**config.mk**
```make
export PLATFORM = sky130hd
export DESIGN_NAME = hex_text_renderer
export DESIGN_NICKNAME = d
export VERILOG_FILES = /design/src/rtl/vga_text_pkg.sv /design/src/rtl/hex_font_rom.sv /design/src/rtl/hex_text_renderer.sv
export SDC_FILE = /design/constraint.sdc
export NUM_CORES = 1
export LEC_CHECK = 0
export ABC_AREA = 1
export BUFFER_PORTS_ARGS = -buffer_cell sky130_fd_sc_hd__buf_2
export CAP_MARGIN = 20
export CORE_MARGIN = 2
export CORE_UTILIZATION = 35
export CTS_CLUSTER_SIZE = 25
export DETAILED_ROUTE_END_ITERATION = 12
export MAX_ROUTING_LAYER = met4
export SYNTH_ARGS = -nofsm -noshare
export SYNTH_HDL_FRONTEND = slang
export SYNTH_SLANG_ARGS = --single-unit
```
**constraint.sdc**
```tcl
create_clock -name clock_in -period 1.85 [get_ports clock_in]
set_input_delay 0.0925 -clock clock_in [delete_from_list [all_inputs] [get_ports clock_in]]
set_output_delay 0.0925 -clock clock_in [all_outputs]
set_load 0.01 [all_outputs]
```
**src/rtl/vga_text_pkg.sv**
```systemverilog
// ---------------------------------------------------------------------------
// vga_text_pkg
// Shared constants and types for the hex text overlay:
//   - colour constants used by the renderer (12-bit {R4,G4,B4})
//   - text cell geometry (characters per cell, digits per cell, glyph size)
//   - column_t naming the three buffer columns (CPU, instruction, data)
//   - column_colour(): maps a column to its foreground colour
// ---------------------------------------------------------------------------
package vga_text_pkg;

  localparam logic [11:0] FG_CPU      = 12'h0F0;
  localparam logic [11:0] FG_INSTR    = 12'hFF0;
  localparam logic [11:0] FG_DATA     = 12'h0FF;
  localparam logic [11:0] BG          = 12'h000;
  localparam logic [11:0] GRID_COLOUR = 12'h888;

  // A cell is 4 hex digits followed by 2 blank spacing characters.
  localparam int CHARS_PER_CELL  = 6;
  localparam int DIGITS_PER_CELL = 4;
  localparam int GLYPH_SIZE      = 8;

  typedef enum logic [1:0] {
    COL_CPU   = 2'd0,
    COL_INSTR = 2'd1,
    COL_DATA  = 2'd2
  } column_t;

  function automatic logic [11:0] column_colour(input column_t col);
    case (col)
      COL_CPU:   return FG_CPU;
      COL_INSTR: return FG_INSTR;
      COL_DATA:  return FG_DATA;
      default:   return BG;
    endcase
  endfunction

endpackage

```
**src/rtl/hex_font_rom.sv**
```systemverilog
// ---------------------------------------------------------------------------
// hex_font_rom
// 16-glyph (0-F) 8x8 font with a registered read port.
// Ports:
//   clock_in   in   pixel clock
//   reset_in   in   asynchronous active-high reset (clears the output byte)
//   nibble_in  in   [3:0] glyph select
//   row_in     in   [2:0] glyph row
//   byte_out   out  [7:0] glyph row bits, bit 7 = leftmost pixel; valid one
//                   clock after nibble_in/row_in
// ---------------------------------------------------------------------------
module hex_font_rom (
  input  logic       clock_in,
  input  logic       reset_in,
  input  logic [3:0] nibble_in,
  input  logic [2:0] row_in,
  output logic [7:0] byte_out
);

  logic [63:0] glyph_s;
  logic [7:0]  byte_d;
  logic [7:0]  byte_q;

  // Glyph lookup: each glyph packs its 8 rows top row first (bits 63:56).
  always_comb begin
    glyph_s = 64'h0;
    case (nibble_in)
      4'h0:    glyph_s = 64'h3C666E7666663C00;
      4'h1:    glyph_s = 64'h1838181818187E00;
      4'h2:    glyph_s = 64'h3C66060C30607E00;
      4'h3:    glyph_s = 64'h3C66061C06663C00;
      4'h4:    glyph_s = 64'h0C1C3C6C7E0C0C00;
      4'h5:    glyph_s = 64'h7E607C0606663C00;
      4'h6:    glyph_s = 64'h3C60607C66663C00;
      4'h7:    glyph_s = 64'h7E060C1830303000;
      4'h8:    glyph_s = 64'h3C66663C66663C00;
      4'h9:    glyph_s = 64'h3C66663E060C3800;
      4'hA:    glyph_s = 64'h183C66667E666600;
      4'hB:    glyph_s = 64'h7C66667C66667C00;
      4'hC:    glyph_s = 64'h3C66606060663C00;
      4'hD:    glyph_s = 64'h786C6666666C7800;
      4'hE:    glyph_s = 64'h7E60607C60607E00;
      4'hF:    glyph_s = 64'h7E60607C60606000;
      default: glyph_s = 64'h0;
    endcase
    byte_d = glyph_s[8*(3'd7 - row_in) +: 8];
  end

  // Registered read port.
  always_ff @(posedge clock_in or posedge reset_in) begin
    if (reset_in) begin
      byte_q <= 8'h00;
    end else begin
      byte_q <= byte_d;
    end
  end

  assign byte_out = byte_q;

endmodule

```
**src/rtl/hex_text_renderer.sv**
```systemverilog
// ---------------------------------------------------------------------------
// hex_text_renderer
// Draws the 30-word auxiliary buffer (CPU[0..9], instruction window[10..19],
// data window[20..29]) as 4-digit hex words in a 3-column x ELEMENTS-row
// text window, fetching words through a synchronous read port in step with
// the VGA scan. Pixel, sync and video-on outputs share a 4-cycle latency.
//
// Optional feature: define GRID_EN to draw a grey (12'h888) frame and column
// separators inside the window; without it no grid logic is built.
//
// Ports:
//   clock_in          in   pixel clock
//   reset_in          in   asynchronous active-high reset
//   h_count_in        in   [COUNT_WIDTH-1:0] current pixel column
//   v_count_in        in   [COUNT_WIDTH-1:0] current line
//   video_on_in       in   active-video flag
//   h_sync_in         in   raw horizontal sync
//   v_sync_in         in   raw vertical sync
//   aux_data_in       in   [DATA_WIDTH-1:0] buffer read data, valid one clock
//                          after aux_raddress_out
//   aux_raddress_out  out  [AUX_ADDRESS_WIDTH-1:0] buffer read address
//   rgb_out           out  [11:0] pixel colour {R4,G4,B4}
//   h_sync_out        out  h_sync_in delayed 4 clocks
//   v_sync_out        out  v_sync_in delayed 4 clocks
//   video_on_out      out  video_on_in delayed 4 clocks
// ---------------------------------------------------------------------------
module hex_text_renderer
  import vga_text_pkg::*;
#(
  parameter int DATA_WIDTH        = 16,   // nibble selection assumes 16
  parameter int AUX_ADDRESS_WIDTH = 5,
  parameter int COUNT_WIDTH       = 10,
  parameter int ELEMENTS          = 10,
  parameter int SCALE_SHIFT       = 1,
  parameter int ORIGIN_X          = 176,
  parameter int ORIGIN_Y          = 160
) (
  input  logic                         clock_in,
  input  logic                         reset_in,
  input  logic [COUNT_WIDTH-1:0]       h_count_in,
  input  logic [COUNT_WIDTH-1:0]       v_count_in,
  input  logic                         video_on_in,
  input  logic                         h_sync_in,
  input  logic                         v_sync_in,
  input  logic [DATA_WIDTH-1:0]        aux_data_in,
  output logic [AUX_ADDRESS_WIDTH-1:0] aux_raddress_out,
  output logic [11:0]                  rgb_out,
  output logic                         h_sync_out,
  output logic                         v_sync_out,
  output logic                         video_on_out
);

  localparam int CW      = GLYPH_SIZE << SCALE_SHIFT;    // character pitch in px
  localparam int CELL_PX = CHARS_PER_CELL * CW;          // one column's width
  localparam int CX_W    = COUNT_WIDTH - 3 - SCALE_SHIFT; // char index width
  localparam int ROW_W   = $clog2(ELEMENTS);
  localparam logic [COUNT_WIDTH-1:0] X_LO  = COUNT_WIDTH'(ORIGIN_X);
  localparam logic [COUNT_WIDTH-1:0] Y_LO  = COUNT_WIDTH'(ORIGIN_Y);
  localparam logic [COUNT_WIDTH-1:0] WIN_W = COUNT_WIDTH'(3 * CELL_PX);
  localparam logic [COUNT_WIDTH-1:0] WIN_H = COUNT_WIDTH'(ELEMENTS * CW);

  // ---- E1 combinational decode ----
  logic [COUNT_WIDTH-1:0]       rel_x_s;
  logic [COUNT_WIDTH-1:0]       rel_y_s;
  logic                         in_win_s;
  logic [CX_W-1:0]              char_x_s;
  logic [CX_W-1:0]              char_base_s;
  logic [CX_W-1:0]              cell_char_s;
  logic [ROW_W-1:0]             row_s;
  column_t                      col_s;
  logic [AUX_ADDRESS_WIDTH-1:0] addr_base_s;

  // ---- pipeline registers ----
  logic [AUX_ADDRESS_WIDTH-1:0] aux_raddress_d, aux_raddress_q;
  logic                         in_win1_d, in_win1_q, in_win2_d, in_win2_q, in_win3_d, in_win3_q;
  column_t                      col1_d, col1_q, col2_d, col2_q, col3_d, col3_q;
  logic [1:0]                   digit1_d, digit1_q, digit2_d, digit2_q;
  logic                         is_digit1_d, is_digit1_q, is_digit2_d, is_digit2_q;
  logic                         is_digit3_d, is_digit3_q;
  logic [2:0]                   gx1_d, gx1_q, gx2_d, gx2_q, gx3_d, gx3_q;
  logic [2:0]                   gy1_d, gy1_q, gy2_d, gy2_q;
  logic [11:0]                  rgb_d, rgb_q;
  logic [3:0]                   hs_pipe_d, hs_pipe_q;
  logic [3:0]                   vs_pipe_d, vs_pipe_q;
  logic [3:0]                   von_pipe_d, von_pipe_q;

  logic [3:0] nibble_s;
  logic [7:0] font_byte_s;
  logic       glyph_bit_s;

`ifdef GRID_EN
  logic       grid_s;
  logic [2:0] grid_pipe_d, grid_pipe_q;
`endif

  // Scan position -> window membership, column, cell character, row and address.
  always_comb begin
    rel_x_s  = h_count_in - X_LO;
    rel_y_s  = v_count_in - Y_LO;
    // The lower-bound compares keep the wrapped (negative) offsets outside.
    in_win_s = (h_count_in >= X_LO) && (rel_x_s < WIN_W) &&
               (v_count_in >= Y_LO) && (rel_y_s < WIN_H);
    char_x_s = rel_x_s[COUNT_WIDTH-1 -: CX_W];
    row_s    = rel_y_s[3+SCALE_SHIFT +: ROW_W];
    // Column chosen by compare against the cell boundaries, no divider.
    if (char_x_s < CX_W'(CHARS_PER_CELL)) begin
      col_s       = COL_CPU;
      char_base_s = CX_W'(0);
      addr_base_s = AUX_ADDRESS_WIDTH'(0);
    end else if (char_x_s < CX_W'(2 * CHARS_PER_CELL)) begin
      col_s       = COL_INSTR;
      char_base_s = CX_W'(CHARS_PER_CELL);
      addr_base_s = AUX_ADDRESS_WIDTH'(ELEMENTS);
    end else begin
      col_s       = COL_DATA;
      char_base_s = CX_W'(2 * CHARS_PER_CELL);
      addr_base_s = AUX_ADDRESS_WIDTH'(2 * ELEMENTS);
    end
    cell_char_s = char_x_s - char_base_s;
  end

`ifdef GRID_EN
  // Frame and column separator pixels inside the window.
  always_comb begin
    grid_s = in_win_s &&
             ((rel_x_s == COUNT_WIDTH'(0)) ||
              (rel_x_s == COUNT_WIDTH'(CELL_PX)) ||
              (rel_x_s == COUNT_WIDTH'(2 * CELL_PX)) ||
              (rel_x_s == COUNT_WIDTH'(3 * CELL_PX - 1)) ||
              (rel_y_s == COUNT_WIDTH'(0)) ||
              (rel_y_s == COUNT_WIDTH'(ELEMENTS * CW - 1)));
    grid_pipe_d = {grid_pipe_q[1:0], grid_s};
  end
`endif

  // The buffer's read register acts as the E2 data stage, so the nibble is
  // picked combinationally from aux_data_in using the E2 digit index.
  always_comb begin
    case (digit2_q)
      2'd0:    nibble_s = aux_data_in[15:12];
      2'd1:    nibble_s = aux_data_in[11:8];
      2'd2:    nibble_s = aux_data_in[7:4];
      2'd3:    nibble_s = aux_data_in[3:0];
      default: nibble_s = 4'h0;
    endcase
  end

  hex_font_rom u_font (
    .clock_in  (clock_in),
    .reset_in  (reset_in),
    .nibble_in (nibble_s),
    .row_in    (gy2_q),
    .byte_out  (font_byte_s)
  );

  // Next-state for all pipeline stages and the output colour.
  always_comb begin
    // E1
    if (in_win_s) begin
      aux_raddress_d = addr_base_s + AUX_ADDRESS_WIDTH'(row_s);
    end else begin
      aux_raddress_d = {AUX_ADDRESS_WIDTH{1'b0}};
    end
    in_win1_d   = in_win_s;
    col1_d      = col_s;
    digit1_d    = cell_char_s[1:0];
    is_digit1_d = (cell_char_s < CX_W'(DIGITS_PER_CELL));
    gx1_d       = rel_x_s[SCALE_SHIFT +: 3];
    gy1_d       = rel_y_s[SCALE_SHIFT +: 3];
    // E2
    in_win2_d   = in_win1_q;
    col2_d      = col1_q;
    digit2_d    = digit1_q;
    is_digit2_d = is_digit1_q;
    gx2_d       = gx1_q;
    gy2_d       = gy1_q;
    // E3 (font byte registered inside the ROM)
    in_win3_d   = in_win2_q;
    col3_d      = col2_q;
    is_digit3_d = is_digit2_q;
    gx3_d       = gx2_q;
    // Sync and video-on delay lines
    hs_pipe_d   = {hs_pipe_q[2:0], h_sync_in};
    vs_pipe_d   = {vs_pipe_q[2:0], v_sync_in};
    von_pipe_d  = {von_pipe_q[2:0], video_on_in};
    // E4: video_on stage 2 is the flag that shifts out alongside this pixel.
    glyph_bit_s = font_byte_s[3'd7 - gx3_q];
    if (!von_pipe_q[2]) begin
      rgb_d = 12'h000;
`ifdef GRID_EN
    end else if (grid_pipe_q[2]) begin
      rgb_d = GRID_COLOUR;
`endif
    end else if (in_win3_q && is_digit3_q && glyph_bit_s) begin
      rgb_d = column_colour(col3_q);
    end else begin
      rgb_d = BG;
    end
  end

  // Pipeline registers; sync lines reset high so no false sync pulse follows reset.
  always_ff @(posedge clock_in or posedge reset_in) begin
    if (reset_in) begin
      aux_raddress_q <= {AUX_ADDRESS_WIDTH{1'b0}};
      in_win1_q      <= 1'b0;
      in_win2_q      <= 1'b0;
      in_win3_q      <= 1'b0;
      col1_q         <= COL_CPU;
      col2_q         <= COL_CPU;
      col3_q         <= COL_CPU;
      digit1_q       <= 2'd0;
      digit2_q       <= 2'd0;
      is_digit1_q    <= 1'b0;
      is_digit2_q    <= 1'b0;
      is_digit3_q    <= 1'b0;
      gx1_q          <= 3'd0;
      gx2_q          <= 3'd0;
      gx3_q          <= 3'd0;
      gy1_q          <= 3'd0;
      gy2_q          <= 3'd0;
      rgb_q          <= 12'h000;
      hs_pipe_q      <= 4'hF;
      vs_pipe_q      <= 4'hF;
      von_pipe_q     <= 4'h0;
`ifdef GRID_EN
      grid_pipe_q    <= 3'd0;
`endif
    end else begin
      aux_raddress_q <= aux_raddress_d;
      in_win1_q      <= in_win1_d;
      in_win2_q      <= in_win2_d;
      in_win3_q      <= in_win3_d;
      col1_q         <= col1_d;
      col2_q         <= col2_d;
      col3_q         <= col3_d;
      digit1_q       <= digit1_d;
      digit2_q       <= digit2_d;
      is_digit1_q    <= is_digit1_d;
      is_digit2_q    <= is_digit2_d;
      is_digit3_q    <= is_digit3_d;
      gx1_q          <= gx1_d;
      gx2_q          <= gx2_d;
      gx3_q          <= gx3_d;
      gy1_q          <= gy1_d;
      gy2_q          <= gy2_d;
      rgb_q          <= rgb_d;
      hs_pipe_q      <= hs_pipe_d;
      vs_pipe_q      <= vs_pipe_d;
      von_pipe_q     <= von_pipe_d;
`ifdef GRID_EN
      grid_pipe_q    <= grid_pipe_d;
`endif
    end
  end

  assign aux_raddress_out = aux_raddress_q;
  assign rgb_out          = rgb_q;
  assign h_sync_out       = hs_pipe_q[3];
  assign v_sync_out       = vs_pipe_q[3];
  assign video_on_out     = von_pipe_q[3];

endmodule
```
Word level (Yosys, flattened, before mapping)

Memory sizes are Yosys's and may differ from the RTL's.
Cells that the tools add are included.

Register bits after elaboration: 68
Bits in latches: 0
Memory bits (writable): 0
ROM bits: 656
Input bits: 41
Output and inout port bits: 20
Memories kept: 1

Memories:

| memory          | words | bits a word | read ports | clocked after memory_dff | wr ports | line               | RTL |
|---|---|---|---|---|---|---|---|
| (no name shown) | 16    | 41          | 1          | 0                        | 0        | hex_font_rom.sv:27 | `case (nibble_in)` |

Add/sub/neg operators: 6
Multiply operators: 0
Div/mod/pow operators: 0
Magnitude comparators: 8
Equality and inequality tests: 5
Shifts and indexed selects: 1
Multiplexer cells: 13
Bitwise gates (word level): 0
Reduce and logical (&&, ||, !) cells: 7

Operators by type and width:

| cell                                                                          | count |
|---|---|
| 64-bit by 33-bit variable part select with 8-bit output                       | 1 |
| 12-bit one-hot mux with 3 select lines                                        | 1 |
| 12-bit two-way mux                                                            | 2 |
| 10-bit by 8-bit >= comparator with 1-bit output, second input constant        | 2 |
| 10-bit by 8-bit subtractor with 10-bit output, second input constant          | 2 |
| 4-bit one-hot mux with 4 select lines                                         | 1 |
| 5-bit two-way mux                                                             | 3 |
| 6-bit by 3-bit less-than comparator with 1-bit output, second input constant  | 2 |
| 10-bit by 8-bit less-than comparator with 1-bit output, second input constant | 1 |
| 10-bit by 9-bit less-than comparator with 1-bit output, second input constant | 1 |
| 4-bit two-way mux                                                             | 2 |
| 2-bit equality test, second input constant                                    | 3 |
| 6-bit by 4-bit less-than comparator with 1-bit output, second input constant  | 1 |
| 6-bit subtractor                                                              | 1 |
| 5-bit by 4-bit adder with 5-bit output                                        | 1 |
| 1-bit logical AND                                                             | 5 |
| 2-bit by 1-bit equality test with 1-bit output, second input constant         | 2 |
| 2-bit logical NOT                                                             | 2 |
| 3-bit by 4-bit less-than comparator with 1-bit output, second input constant  | 1 |
| 2-bit two-way mux                                                             | 2 |
| 3-bit by 3-bit subtractor with 4-bit output, first input constant             | 1 |
| 1-bit binary-select mux with 3-bit select                                     | 1 |
| 3-bit subtractor, first input constant                                        | 1 |
| 1-bit two-way mux                                                             | 1 |

Logic depth before layout (Yosys ltp)

Word-level depth: 6
Gate-level depth with buffers: 16
Depth with buffers taken out: 15

By module

From an unflattened synthesis, not the netlist that was laid out.

Cell total of the unflattened synthesis: 424
Area total of the unflattened synthesis: 3,339.5 µm²

Modules (own cells, without submodules):

| module            | times used | cells an instance | area each (µm²) |
|---|---|---|---|
| hex_text_renderer | 1          | 217               | 2,217.1 |
| hex_font_rom      | 1          | 207               | 1,122.3 |

Worst setup path after synthesis

OpenSTA, ideal clock, no wires.

Path type: input -> register
From: input port h_count_in[4]
To: register is_digit1_q
Library setup time: 0.094 ns
Arrival: 2.257 ns
Path slack: -0.501 ns
Cell stages on the path: 11
Buffers on the path: 0
Cell sequence: ha_1 > xnor2_1 > inv_1 > o21ai_0 > nor2_1 > ha_1 > inv_1 > fa_1 > a21oi_1 > nand3_1 > a211oi_1

Cells in the longest elaborated chain, start to end: 6
Elaborated cells on any way between the ends: 7
Those cells by class: add/sub: 2; order compare: 3; mux: 2

RTL lines:

| item                                                    | line                     | RTL |
|---|---|---|
| start, declared                                         | hex_text_renderer.sv:40  | `input logic [COUNT_WIDTH-1:0] h_count_in,` |
| 10-bit by 8-bit subtractor with 10-bit output *         | hex_text_renderer.sv:98  | `rel_x_s = h_count_in - X_LO;` |
| 6-bit by 4-bit less-than comparator with 1-bit output   | hex_text_renderer.sv:110 | `end else if (char_x_s < CX_W'(2 * CHARS_PER_CELL)) begin` |
| 4-bit two-way mux                                       | hex_text_renderer.sv:110 |  |
| 4-bit two-way mux                                       | hex_text_renderer.sv:106 | `if (char_x_s < CX_W'(CHARS_PER_CELL)) begin` |
| 6-bit subtractor *                                      | hex_text_renderer.sv:119 | `cell_char_s = char_x_s - char_base_s;` |
| 6-bit by 3-bit less-than comparator with 1-bit output * | hex_text_renderer.sv:167 | `is_digit1_d = (cell_char_s < CX_W'(DIGITS_PER_CELL));` |
| net is_digit1_d                                         | hex_text_renderer.sv:78  | `logic is_digit1_d, is_digit1_q, is_digit2_d, is_digit2_q;` |
| end signal, assigned                                    | hex_text_renderer.sv:238 | `is_digit1_q <= is_digit1_d;` |
| end, declared                                           | hex_text_renderer.sv:78  |  |

The timed path passes the listed nets; every way through them passes the cells marked *.

Worst setup path in the final report

From: register digit2_q[1]
To: register u_font.byte_q[5], in the netlist u_font.byte_out[5]

Cells in the longest elaborated chain, start to end: 4
Elaborated cells on any way between the ends: 7
Those cells by class: eq/ne: 3; shift: 1; mux: 1; reduce/logical: 1; memory: 1

RTL lines:

| item                                                      | line                     | RTL |
|---|---|---|
| start, declared                                           | hex_text_renderer.sv:77  | `logic [1:0] digit1_d, digit1_q, digit2_d, digit2_q;` |
| start signal, assigned                                    | hex_text_renderer.sv:237 | `digit2_q <= digit2_d;` |
| 2-bit equality test, or another cell as far along         | hex_text_renderer.sv:139 | `case (digit2_q)` |
| 4-bit one-hot mux with 4 select lines *                   | hex_text_renderer.sv:139 |  |
| memory 16 x 41 bit *                                      | --                       |  |
| 64-bit by 33-bit variable part select with 8-bit output * | hex_font_rom.sv:46       | `byte_d = glyph_s[8*(3'd7 - row_in) +: 8];` |
| net u_font.byte_d[5]                                      | hex_font_rom.sv:21       | `logic [7:0] byte_d;` |
| end signal, assigned                                      | hex_font_rom.sv:54       | `byte_q <= byte_d;` |
| end, declared                                             | hex_font_rom.sv:22       | `logic [7:0] byte_q;` |

Marks and branches as above.

==> metrics.md <==
| Metric | Value |
|---|---|
| Max frequency | `496 MHz` |
| N_diodes | `0` |
| DRT antenna net count | `0` |
| GRT Total Usage | `17.3%` |
| Ys Warns | `0` |
| EDFF count, synth | `0` |
| RSZ-0062 raised after global routing | `true` |
| Vias in the first global route | `3087` |
| Worst Setup End Kind | `flop` |
| Drt pass-1 iters | `4` |
| Starting density of the core | `35.8%` |
| Hold Crit Class | `input pin to flop` |
| Post-Synthesis Cells | `402` |
| P_leak | `2.44 nW` |
| Setup crit end | `u_font.byte_out[5]` |
| Final RePlAce weighted congestion | `0.987` |
| WHS Path Cells | `3` |
| I/O Buffers | `58` |
| Asr flop ratio synth | `100%` |
| CP Launch Type | `flop` |
| Detailed Place HPWL | `6180 um` |
| CTS clk-pin slew, worst paths | `0.06 ns` |
| First-pass GRT wire length | `13700 um` |
| Root Driver | `clkbuf_8` |
| Site Rows | `35` |
| Hold slack | `0.160 ns` |
| Drc violations | `0` |
| CTS max path bufs | `2` |
| I/O Pins | `61` |
| Final min period | `2.02 ns` |
| CTS buffer count | `9` |
| WS Path Type | `flop to flop` |
| Flops & latches, synth | `57` |
| Core area | `9200 um^2` |
| Vias/cell | `4.85` |
| Layout Nets | `584` |
| Largest net degree at the start of global routing | `35` |
| TritonCTS clock tree | `yes` |
| PwrDens | `922 nW/um^2` |
| Synth top area cells | `dfrtp_1 (37%), nand3_1 (10%), nand2_1 (9.9%)` |
| Grt total ovfl | `0` |
| Post-synthesis sequential area ratio | `43.7%` |
| Reg-to-reg endpoint | `u_font.byte_out[5]` |
| Yosys top cell area share | `37.3%` |
| Placed cells | `608` |
| Max-Cap Viols | `0` |
| Clock sinks | `57` |
| Status | `finished, violations left` |
| Syn nets | `459` |
| H-tree depth | `3` |
| Netlist cell types | `40` |
| Tot Pwr | `0.00438 W` |
| Worst EP required | `2.07 ns` |
| Initial antenna violation count | `0` |
| Peak supply drop | `0.579 mV` |
| Non-filler instance count after layout | `643` |
| Final period util | `109%` |
| Max Fanout on Critical Path | `7` |
| Initial DRC Count | `193` |
| Clk_lat worst skew | `0.33 ns` |
| Tightest Pin Transition | `0.515 ns` |
| Failing checks | `setup timing` |
| R2r worst-path depth | `15` |
| R2R Path Start | `digit2_q[1]` |
| Setup slack on the worst flop-to-flop path | `-0.17 ns` |
| Die W | `101 um` |
| Post-Syn Area | `3290 um^2` |
| DP Worst Slack | `-0.326 ns` |
| Via count | `3116` |
| Max-slew violations | `0` |
| Final setup vio count | `6` |
| PnR worst setup slack | `-0.168 ns` |
| Final hold violation count | `0` |
| Synth Flop Type | `dfrtp_1` |
| Total routed wirelength | `8100 um` |
| Area Overhead vs Synth | `44.6%` |
| Share of layout cells above drive strength 1 | `42.7%` |
| Clock skew | `0.00289 ns` |
| WL per Instance | `12.6 um` |
| Slew HR | `65.6%` |
| Worst EP arrival | `2.24 ns` |
| Post-Syn Area per Cell | `8.18 um^2` |
| Leading area contributor after synthesis | `dfrtp_1` |
| Die height | `101 um` |
| DIE AREA | `10200 um^2` |
| CP Launch Point | `digit2_q[1]` |
| Final core occ | `51.7%` |
-- layout by cell type (no fill, tap or decap), drive strengths merged --
cell type / Yosys / final
clkbuf: 1 / 10
xor2: 1 / 1
nand3b: 1 / 1
o211ai: 4 / 4
and2: 1 / 1
inv: 51 / 52
a21oi: 14 / 14
bufinv: 0 / 1
nor2: 36 / 36
xnor2: 3 / 3
o21bai: 1 / 1
nand3: 71 / 71
o21ai: 18 / 18
clkinvlp: 0 / 3
a211oi: 2 / 2
dlygate4sd3: 0 / 12
nor3b: 1 / 1
or2: 1 / 1
ha: 14 / 14
o22ai: 1 / 1
clkinv: 3 / 4
dfrtp: 49 / 49
nand2: 95 / 95
fa: 2 / 2
dfstp: 8 / 8
a31oi: 3 / 3
buf: 17 / 120
nor3: 4 / 4
-- synth_stat cells, types with 2 or more instances --
| master | count |
|---|---|
| buf_4 | 11 |
| buf_2 | 2 |
| nor2_4 | 2 |
| o21ai_0 | 11 |
| ha_1 | 14 |
| nand2_1 | 87 |
| a31oi_1 | 3 |
| nand3_1 | 68 |
| inv_1 | 48 |
| nand2_2 | 4 |
| nor2_1 | 32 |
| inv_4 | 2 |
| nand3_2 | 2 |
| nor2_2 | 2 |
| clkinv_1 | 2 |
| a211oi_1 | 2 |
| dfstp_2 | 8 |
| o21ai_1 | 6 |
| a21oi_1 | 14 |
| nand2_4 | 4 |
| o211ai_1 | 4 |
| dfrtp_1 | 49 |
| xnor2_1 | 3 |
| fa_1 | 2 |
| buf_6 | 3 |
| nor3_1 | 3 |
-- metal layers --
metal	vias up	share of wire [%]	wire [um]	global-route usage, %
met5	-	0	0	-
met4	0	2.5	199	5.41
met2	114	50	4030	28.6
met1	1441	42	3440	20.8
met3	20	5.3	432	4.65
li1	1541	-	-	-
-- through the flow --
stage               setup TNS, ns  cell area, um^2
finish                     -0.798             4750
floorplan                  -0.305             3400
detailed placement          -2.26             4140
CTS                        -0.925             4660
global route                -1.76             4750
global placement            -1.84             4140
-- worst min-delay path by stage --
stage | startpoint | endpoint | slack (ns)
after global placement | reset_in | von_pipe_q[0] | 0.14
after CTS | h_count_in[9] | in_win1_q | 0.14
final | h_count_in[9] | in_win1_q | 0.16
after detailed placement | reset_in | aux_raddress_out[0] | 0.16
after floorplan | h_sync_in | hs_pipe_q[0] | 0.1
after global routing | v_count_in[9] | in_win1_q | 0.21
-- registers in the layout, indices dropped and copies added (netlist names), 2 cells and up --
| signal | count |
|---|---|
| digit2_q | 2 |
| von_pipe_q | 4 |
| col3_q | 2 |
| col2_q | 2 |
| gx2_q | 3 |
| u_font.byte_out | 6 |
| gy2_q | 3 |
| gx3_q | 3 |
| gy1_q | 3 |
| rgb_out | 3 |
| col1_q | 2 |
| vs_pipe_q | 4 |
| gx1_q | 3 |
| hs_pipe_q | 4 |
| aux_raddress_out | 5 |
| digit1_q | 2 |
-- where the power goes --
group	total, W	leakage [nW]	switching (W)	internal [W]
Combinational	0.00184	1.66	0.00103	0.000812
Clock	0.00115	0.0949	0.000493	0.000659
Sequential	0.00139	0.685	0.0000408	0.00135
-- what timing repair did --
| item | CTS | global route |
|---|---|---|
| setup buffers | 6 | 1 |
| gates resized for setup | 33 | 23 |
| endpoints found under the hold margin | 26 | 0 |
| pin swaps | 18 | 13 |
| setup endpoints to repair | 6 | 9 |
| hold buffers | 12 | 0 |
-- critical path: stages, from the launching register on --
cell and delay (ns):
dfrtp_1 0.37, buf_12 0.14, clkinv_8 0.07, nand2_4 0.06, nand3_4 0.08, buf_6 0.12, o21bai_4 0.21, ha_4 0.21
buf_6 0.13, nand2_8 0.06, nand2_4 0.08, nand2_2 0.04, o21ai_1 0.13, nand2_1 0.09, nand2_1 0.06, nand2_1 0.06
-- cells by family (layout without fill, tap and decap cells) --
family / after synthesis / count (layout) / share of synthesized area (%)
AND/OR/NAND/NOR: 210 / 210 / 30.0
buffers and inverters: 72 / 202 / 11.0
flip-flops: 57 / 57 / 43.7
AO/OA/AOI/OAI: 43 / 43 / 7.69
adder cells (fa/ha/maj): 16 / 16 / 6.55
XOR/XNOR: 4 / 4 / 1.07
-- layout make-up --
cell class              count  area (um^2)
repair buffers            132          933
inverters                  54          225
flip-flops and latches     57         1440
clock buffers              10          138
fillers                   855         4440
multi-input cells         273         1810
clock inverters             6         66.3
well taps                 111          139
No activity file was read; power rests on OpenSTA's default activity.
